## src/rtl/mem_arbiter.sv

```systemverilog
// mem_arbiter: two-port (fetch/data) arbiter onto a single memory with an MMIO test status register.
// Define MEM_ARBITER_RR_EN for round-robin tie-breaking; default is fixed data-port priority.
module mem_arbiter #(
  parameter logic [31:0] MMIO_ADDR = 32'hFFFFFFF0
) (
  input  logic        clock,
  input  logic        reset,
  input  logic        i_req,
  input  logic [31:0] i_addr,
  output logic        i_ack,
  output logic [31:0] i_rdata,
  input  logic        d_req,
  input  logic        d_we,
  input  logic [31:0] d_addr,
  input  logic [31:0] d_wdata,
  output logic        d_ack,
  output logic [31:0] d_rdata,
  output logic        m_en,
  output logic        m_we,
  output logic [31:0] m_addr,
  output logic [31:0] m_wdata,
  input  logic [31:0] m_rdata,
  output logic        done,
  output logic        pass
);
  typedef enum logic [1:0] {IDLE, ACCESS, RESP} state_t;
  state_t state, state_nxt;
  logic sel_d, lat_we, win_d, mmio, grant;
  logic [31:0] lat_addr, lat_wdata, i_hold, d_hold;

  assign grant = state == IDLE && (i_req || d_req);
`ifdef MEM_ARBITER_RR_EN
  logic last_d;
  always_ff @(posedge clock) begin
    if (reset) last_d <= 1'b1;
    else if (grant) last_d <= win_d;
  end
  assign win_d = d_req && (!i_req || !last_d);
`else
  assign win_d = d_req;
`endif

  assign mmio = sel_d && lat_addr[31:2] == MMIO_ADDR[31:2];
  assign m_addr = lat_addr;
  assign m_wdata = lat_wdata;

  always_ff @(posedge clock) begin
    if (reset) state <= IDLE;
    else state <= state_nxt;
  end

  always_comb begin
    state_nxt = state == IDLE ? (grant ? ACCESS : IDLE) : state == ACCESS ? RESP : IDLE;
  end

  always_ff @(posedge clock) begin
    if (reset) begin
      sel_d <= 1'b0;
      lat_we <= 1'b0;
      lat_addr <= 32'h0;
      lat_wdata <= 32'h0;
      done <= 1'b0;
      pass <= 1'b0;
      i_hold <= 32'h0;
      d_hold <= 32'h0;
    end else begin
      if (grant) begin
        sel_d <= win_d;
        lat_we <= win_d && d_we;
        lat_addr <= win_d ? d_addr : i_addr;
        lat_wdata <= win_d ? d_wdata : 32'h0;
      end
      // pass records only the first status write; done is sticky
      if (state == ACCESS && mmio && lat_we) begin
        done <= 1'b1;
        if (!done) pass <= lat_wdata == 32'd1;
      end
      i_hold <= i_rdata;
      d_hold <= d_rdata;
    end
  end

  always_comb begin
    m_en = state == ACCESS && !mmio;
    m_we = m_en && lat_we;
    i_ack = state == RESP && !sel_d;
    d_ack = state == RESP && sel_d;
    i_rdata = i_ack ? m_rdata : i_hold;
    d_rdata = d_ack ? (mmio ? {30'b0, pass, done} : m_rdata) : d_hold;
  end
endmodule

```

## config.mk

```make
export PLATFORM = sky130hd
export DESIGN_NAME = mem_arbiter
export DESIGN_NICKNAME = d
export VERILOG_FILES = /design/src/rtl/mem_arbiter.sv
export SDC_FILE = /design/constraint.sdc
export NUM_CORES = 1
export LEC_CHECK = 0
export ABC_AREA = 1
export CAP_MARGIN = 5
export CORE_AREA = 5 5 122 124
export CTS_CLUSTER_DIAMETER = 30
export DETAILED_ROUTE_END_ITERATION = 7
export DIE_AREA = 0 0 127 129
export PLACE_DENSITY = 0.84
export SYNTH_ARGS = -nofsm -noshare
export SYNTH_HDL_FRONTEND = slang
export SYNTH_SLANG_ARGS = --single-unit
```

## constraint.sdc

```tcl
create_clock -name clock -period 2.83 [get_ports clock]
set_input_delay 0.283 -clock clock [delete_from_list [all_inputs] [get_ports clock]]
set_output_delay 0.283 -clock clock [all_outputs]
set_load 0.05 [all_outputs]
```

==> run summary, run 1 <==
Clock network
* clk sink count: 134
* clock transition time at the flip-flop clock pins of the worst setup and hold paths: 0.05 ns
* post-CTS repair timing setup buffer count: 0
* Clock Root Buffer: clkbuf_16
* CTS H-tree lvls: 4
* cts bufs inserted: 17
* largest buffer count on any clock path: 2
* TritonCTS clock tree: yes
* latest clock arrival within the worst-skew pair: 0.41 ns

Drt
* antenna violation net count after detailed routing: 0
* final wirelength: 18500 µm
* total vias in the final route: 6248
* post-detailed-route DRC marker count: 0
* per-cell via count in the routed design: 4.90
* per-cell routed wire length: 14.5 µm
* first-pass iteration count of the detailed router: 5
* initial drt markers: 381

Global route
* total global-route track usage: 0.223
* global-route wire length before repair: 29300 µm
* antenna violations before repair: 0
* via count of the first global-routing pass: 5874
* total congestion overflow after global routing: 0
* largest net degree at the start of global routing: 99

Setup path
* class of the most critical setup path: reg2out
* Max FO, Critical Path: 25
* CP Capture Type: output port
* data arrival time of the worst path: 2.35 ns
* CP Data Required Time: 2.55 ns
* Worst Setup Start Kind: flop

Final layout
* Final Util: 0.669
* fraction of final layout cells sized beyond drive strength 1: 0.129
* Fill cells: 1201
* Diodes inserted: 0
* post-layout net count: 1215
* Area Overhead vs Synth: 53.2%
* Final Instance Count excl. Fillers: 1275

Floorplanning
* starting density of the core: 0.437
* horizontal die dimension: 127 µm
* number of primary I/O pins: 267
* number of rows created at floorplan: 43
* Die ar.: 0.0164 mm²
* core region area: 0.0137 mm²
* die boundary height: 129 µm

Placement
* Detailed Place HPWL: 13300 µm
* count of buffers inserted at the top-level ports: 266
* Placed Instances: 1243
* Routability Congestion: 0.819

STA
* min Tclk post-route: 2.63 ns
* final max-slew violation count: 0
* highest attainable clock frequency: 380 MHz
* ratio of final minimum period to clock period: 0.929
* Setup-failing EPs final: 0
* setup repair after global routing missed its margin: no
* final hold violation count: 0
* transition at the pin with the smallest max-transition slack: 0.910 ns
* Slew Limit Headroom: 0.393
* worst clock skew on the final layout: 0.00656 ns
* Final TNS setup: 0 ns

Synthesis
* area of the mapped netlist: 0.00597 mm²
* Post-Syn Area per Cell: 7.06 µm²
* number of distinct library cells after synthesis: 23
* async set-reset flop share out of synthesis: 0
* cell count after synthesis: 845
* number of enable flip-flop cells after synthesis: 0
* primary flip-flop cell chosen by synthesis mapping: dfxtp_1
* Yosys reg bits: 134
* Syn. warnings: 0
* Synth Net Count: 978
* sequential share of the synthesized area: 0.450

Status
* run status: completed

Hold path
* Hold Path Class: in2reg

Flow run
* Max Cap Violations: 0

Pwr
* P per Cell Area: 616 mW/mm²
* leakage component of the power: 4.16 nW
* peak ir drop on the vdd network: 412 µV

[layer usage]
| layer | up-vias | global-route usage | share of wire |
|---|---|---|---|
| met1 | 2776 | 0.263 | 0.42 |
| met2 | 211 | 0.357 | 0.47 |
| li1 | 3224 | - | - |
| met4 | 0 | 0.110 | 0.031 |
| met3 | 37 | 0.0859 | 0.086 |
| met5 | - | 0 | 0 |
[state kept, by name (all words and copies together), names as in the netlist]
register and count:
pass 1, d_hold 32, m_addr 32, sel_d 1, i_hold 32, done 1
m_wdata 32, state 2, lat_we 1
[critical path, cell delays in order (launching register included)]
cell,delay (ns)
dfxtp_1,0.36
nand2_1,0.07
nor2_1,0.15
nand2_1,0.09
nor2_2,0.20
nand2_2,0.38
buf_4,0.32
nand3_1,0.10
nand2_1,0.07
buf_4,0.19
[report_power, final]
group	internal, mW	total (mW)	leakage [nW]	switching (mW)
Combinational	0.513	1.39	2.77	0.872
Clock	1.41	2.18	0.292	0.769
Sequential	2.00	2.07	1.09	0.0707
Total	3.92	5.63	4.16	1.71
[metrics by stage]
| step | power, mW | instance area (µm²) | setup WS (ns) | hold WS [ns] |
|---|---|---|---|---|
| 3_5_place_dp | 3.50 | 8520 | 0.485 | 0.464 |
| 3_3_place_gp | 3.48 | 8520 | 0.572 | 0.460 |
| 5_1_grt | 5.89 | 9140 | 0.0128 | 0.272 |
| 2_1_floorplan | 2.96 | 5970 | 0.393 | 0.435 |
| 6_report | 5.63 | 9140 | 0.200 | 0.283 |
| 4_1_cts | 5.69 | 9110 | 0.0491 | 0.252 |
[area by class of cell]
class | instances | area, µm² | area share
tap | 180 | 225 | 0.0246
sequential | 134 | 2680 | 0.294
clock buffer | 24 | 502 | 0.0549
inverter | 111 | 417 | 0.0456
multi-input combinational | 543 | 2610 | 0.285
timing repair buffer | 275 | 2610 | 0.286
clock inverter | 8 | 95.1 | 0.0104
[worst paths after layout]
kind | startpoint | endpoint | slack (ns) | cells after the start
worst max-delay path | m_addr[13] | d_rdata[6] | 0.20 | 9
worst max register to register | m_addr[13] | d_hold[9] | 0.93 | 8
worst min register to register | d_hold[30] | d_hold[30] | 0.47 | 2
worst min-delay path | reset | d_hold[1] | 0.28 | 2
[kinds of logic (layout without fill, tap and decap cells)]
kind of cell           after synthesis  after routing  share of synthesized area
and+or+nand+nor                    318            318                      0.235
buffers and inverters              168            418                      0.113
AOI/OAI and AO/OA                  225            225                      0.202
DFF                                134            134                      0.450
[what timing repair did]
item                                    4_1_cts  5_1_grt
endpoints found under the setup margin        0       26
resized for setup                             0        9
hold buffers                                  0        0
[synth_stat cells, types with 2 or more instances]
cell / n / area, µm²
a21oi_1: 161 / 806
dfxtp_1: 134 / 2680
nand2_1: 133 / 499
inv_1: 109 / 409
nor2_1: 70 / 263
nand3_1: 68 / 340
or2_2: 34 / 213
a211oi_1: 32 / 240
o21ai_1: 32 / 160
buf_2: 29 / 145
clkbuf_1: 19 / 71.3
buf_1: 5 / 18.8
nand4_1: 4 / 25.0
nor2_2: 3 / 18.8
buf_4: 2 / 15.0
clkbuf_2: 2 / 10.0
nor3_1: 2 / 10.0
[layout by cell type, fill, tap and decap left out, drive strengths merged, types with 5 or more instances in the layout]
cell | Yosys | layout
nand2 | 134 | 134
clkbuf | 21 | 24
nand3 | 68 | 68
inv | 110 | 110
a211oi | 32 | 32
a21oi | 161 | 161
buf | 36 | 70
dfxtp | 134 | 134
dlymetal6s2s | 0 | 8
nor2 | 74 | 74
clkinv | 1 | 5
o21ai | 32 | 32
clkdlybuf4s50 | 0 | 197
or2 | 35 | 35
Power figures use the tool's default switching activity.
==> run 2, diff against run 1 <==
Settings changed: CAP_MARGIN 5 to 10, PLACE_DENSITY 0.84 to 0.89.
==> run summary, run 2 (synthesis gave the netlist of run 1 again) <==
Floorplanning
* Die ar.: 0.0164 mm², unchanged
* number of rows created at floorplan: 43, unchanged
* number of primary I/O pins: 267, unchanged
* die boundary height: 129 µm, unchanged
* horizontal die dimension: 127 µm, unchanged
* core region area: 0.0137 mm², unchanged
* starting density of the core: 0.437, unchanged

Drt
* per-cell via count in the routed design: 4.88, was 4.90
* total vias in the final route: 6221, was 6248
* initial drt markers: 317, was 381
* per-cell routed wire length: 14.4 µm, was 14.5 µm
* post-detailed-route DRC marker count: 0, unchanged
* antenna violation net count after detailed routing: 0, unchanged
* first-pass iteration count of the detailed router: 4, was 5
* final wirelength: 18400 µm, was 18500 µm

STA
* min Tclk post-route: 2.64 ns, was 2.63 ns
* transition at the pin with the smallest max-transition slack: 0.942 ns, was 0.910 ns
* final setup margin: 0.185 ns, was 0.200 ns
* ratio of final minimum period to clock period: 0.934, was 0.929
* worst hold-check slack: 0.294 ns, was 0.283 ns
* setup repair after global routing missed its margin: no, unchanged
* final hold violation count: 0, unchanged
* worst clock skew on the final layout: 0.00815 ns, was 0.00656 ns
* Setup-failing EPs final: 0, unchanged
* Slew Limit Headroom: 0.371, was 0.393
* highest attainable clock frequency: 378 MHz, was 380 MHz
* Final TNS setup: 0 ns, unchanged
* final max-slew violation count: 0, unchanged

Final layout
* area of the multi-input gates: 0.00261 mm², about the same
* commonest non-fill, non-tap cells in the layout: 202 x clkdlybuf4s50_1, 161 x a21oi_1, 134 x dfxtp_1, was 197 x clkdlybuf4s50_1, 161 x a21oi_1, 134 x dfxtp_1
* Final Util: 0.668, was 0.669
* Diodes inserted: 0, unchanged
* Area Overhead vs Synth: 52.9%, was 53.2%
* fraction of final layout cells sized beyond drive strength 1: 0.130, was 0.129
* area taken by flip-flops and latches: 0.00268 mm², unchanged
* Fill cells: 1180, was 1201
* most common cell after layout, fill and taps aside: clkdlybuf4s50_1, unchanged
* post-layout net count: 1215, unchanged

Clock network
* largest buffer count on any clock path: 2, unchanged
* CTS H-tree lvls: 4, unchanged
* clock transition time at the flip-flop clock pins of the worst setup and hold paths: 0.05 ns, about the same
* cts bufs inserted: 17, unchanged
* latest clock arrival within the worst-skew pair: 0.42 ns, was 0.41 ns
* Clock Root Buffer: clkbuf_16, unchanged
* post-CTS repair timing setup buffer count: 0, unchanged
* clk sink count: 134, unchanged
* TritonCTS clock tree: yes, unchanged

Setup path
* number of buffer and inverter instances along the worst setup path: 4, was 2
* CP dominant cell by count: inv_1, was nand2_1
* class of the most critical setup path: reg2out, unchanged
* cell with the largest stage delay on the worst path: clkdlybuf4s50_1, was nand2_2
* kind of cell with the highest combined delay on the critical path: buffers and inverters, was simple AND/OR/NAND/NOR gates
* cell breakdown of the critical path: inv_1 > nor2_1 > nand2_1 > inv_2 > or2_2 > inv_1 > a21oi_1 > clkdlybuf4s50_1, was nand2_1 > nor2_1 > nand2_1 > nor2_2 > nand2_2 > buf_4 > nand3_1 > nand2_1 > buf_4
* data arrival time of the worst path: 2.36 ns, was 2.35 ns
* Worst Setup Start Kind: flop, unchanged
* CP Capture Type: output port, unchanged
* Slowest Stage Delay on Critical Path: 0.82 ns, was 0.38 ns
* CP Data Required Time: 2.55 ns, about the same
* Max FO, Critical Path: 19, was 25

Status
* run status: completed, unchanged

Placement
* count of buffers inserted at the top-level ports: 266, unchanged
* Routability Congestion: 0.828, was 0.819
* Detailed Place HPWL: 13600 µm, was 13300 µm
* pre-CTS setup slack: 0.572 ns, was 0.485 ns

Global route
* antenna violations before repair: 0, unchanged
* largest net degree at the start of global routing: 99, unchanged
* via count of the first global-routing pass: 5860, was 5874
* global-route wire length before repair: 28700 µm, was 29300 µm
* total congestion overflow after global routing: 0, unchanged
* total global-route track usage: 0.218, was 0.223

Pwr
* peak ir drop on the vdd network: 387 µV, was 412 µV
* P per Cell Area: 608 mW/mm², was 616 mW/mm²
* power consumption: 5.55 mW, was 5.63 mW
* leakage component of the power: 4.05 nW, was 4.16 nW

Hold path
* Hold Path Class: in2reg, unchanged

Flow run
* Max Cap Violations: 0, unchanged

## run 2: timing repair
| action | 4_1_cts | 5_1_grt |
|---|---|---|
| hold buffers | 0 | 0 |
| setup endpoints to repair | 0 | 5 |
| gates resized for setup | 0 | 2 |
## run 2: worst paths after layout
| path | from | to | slack, ns | depth (start not counted) |
|---|---|---|---|---|
| worst max-delay path | state[1] | i_rdata[13] | 0.19 | 8 |
| worst min-delay path | reset | d_hold[20] | 0.29 | 2 |
| worst max register to register | state[0] | m_wdata[12] | 1.11 | 5 |
| worst min register to register | lat_we | lat_we | 0.47 | 2 |
## run 2: area by class of cell
class,count,area share
Clock inverter,8,0.00796
Tap cell,180,0.0247
Sequential cell,134,0.294
Timing Repair Buffer,275,0.287
Inverter,111,0.0457
Multi-Input combinational cell,543,0.286
Clock buffer,24,0.0539
## run 2: per-stage QoR
| stage | std cells | cell area (µm²) |
|---|---|---|
| after floorplan | 845 | 5970 |
| after global placement | 1243 | 8550 |
| after detailed placement | 1243 | 8550 |
| after CTS | 1275 | 9110 |
| after global routing | 1275 | 9120 |
| final | 1275 | 9120 |
## run 2: report_power, final
group / leakage (nW) / internal (mW) / switching, mW
Clock: 0.272 / 1.29 / 0.786
Combinational: 2.69 / 0.522 / 0.874
Sequential: 1.09 / 2.00 / 0.0709
## run 2: per-layer routing
layer | global-route usage | part of all wire | vias up
li1 | - | - | 3217
met1 | 0.248 | 0.40 | 2774
met2 | 0.374 | 0.49 | 209
met3 | 0.0814 | 0.094 | 21
met4 | 0.0845 | 0.016 | 0
met5 | 0 | 0 | -
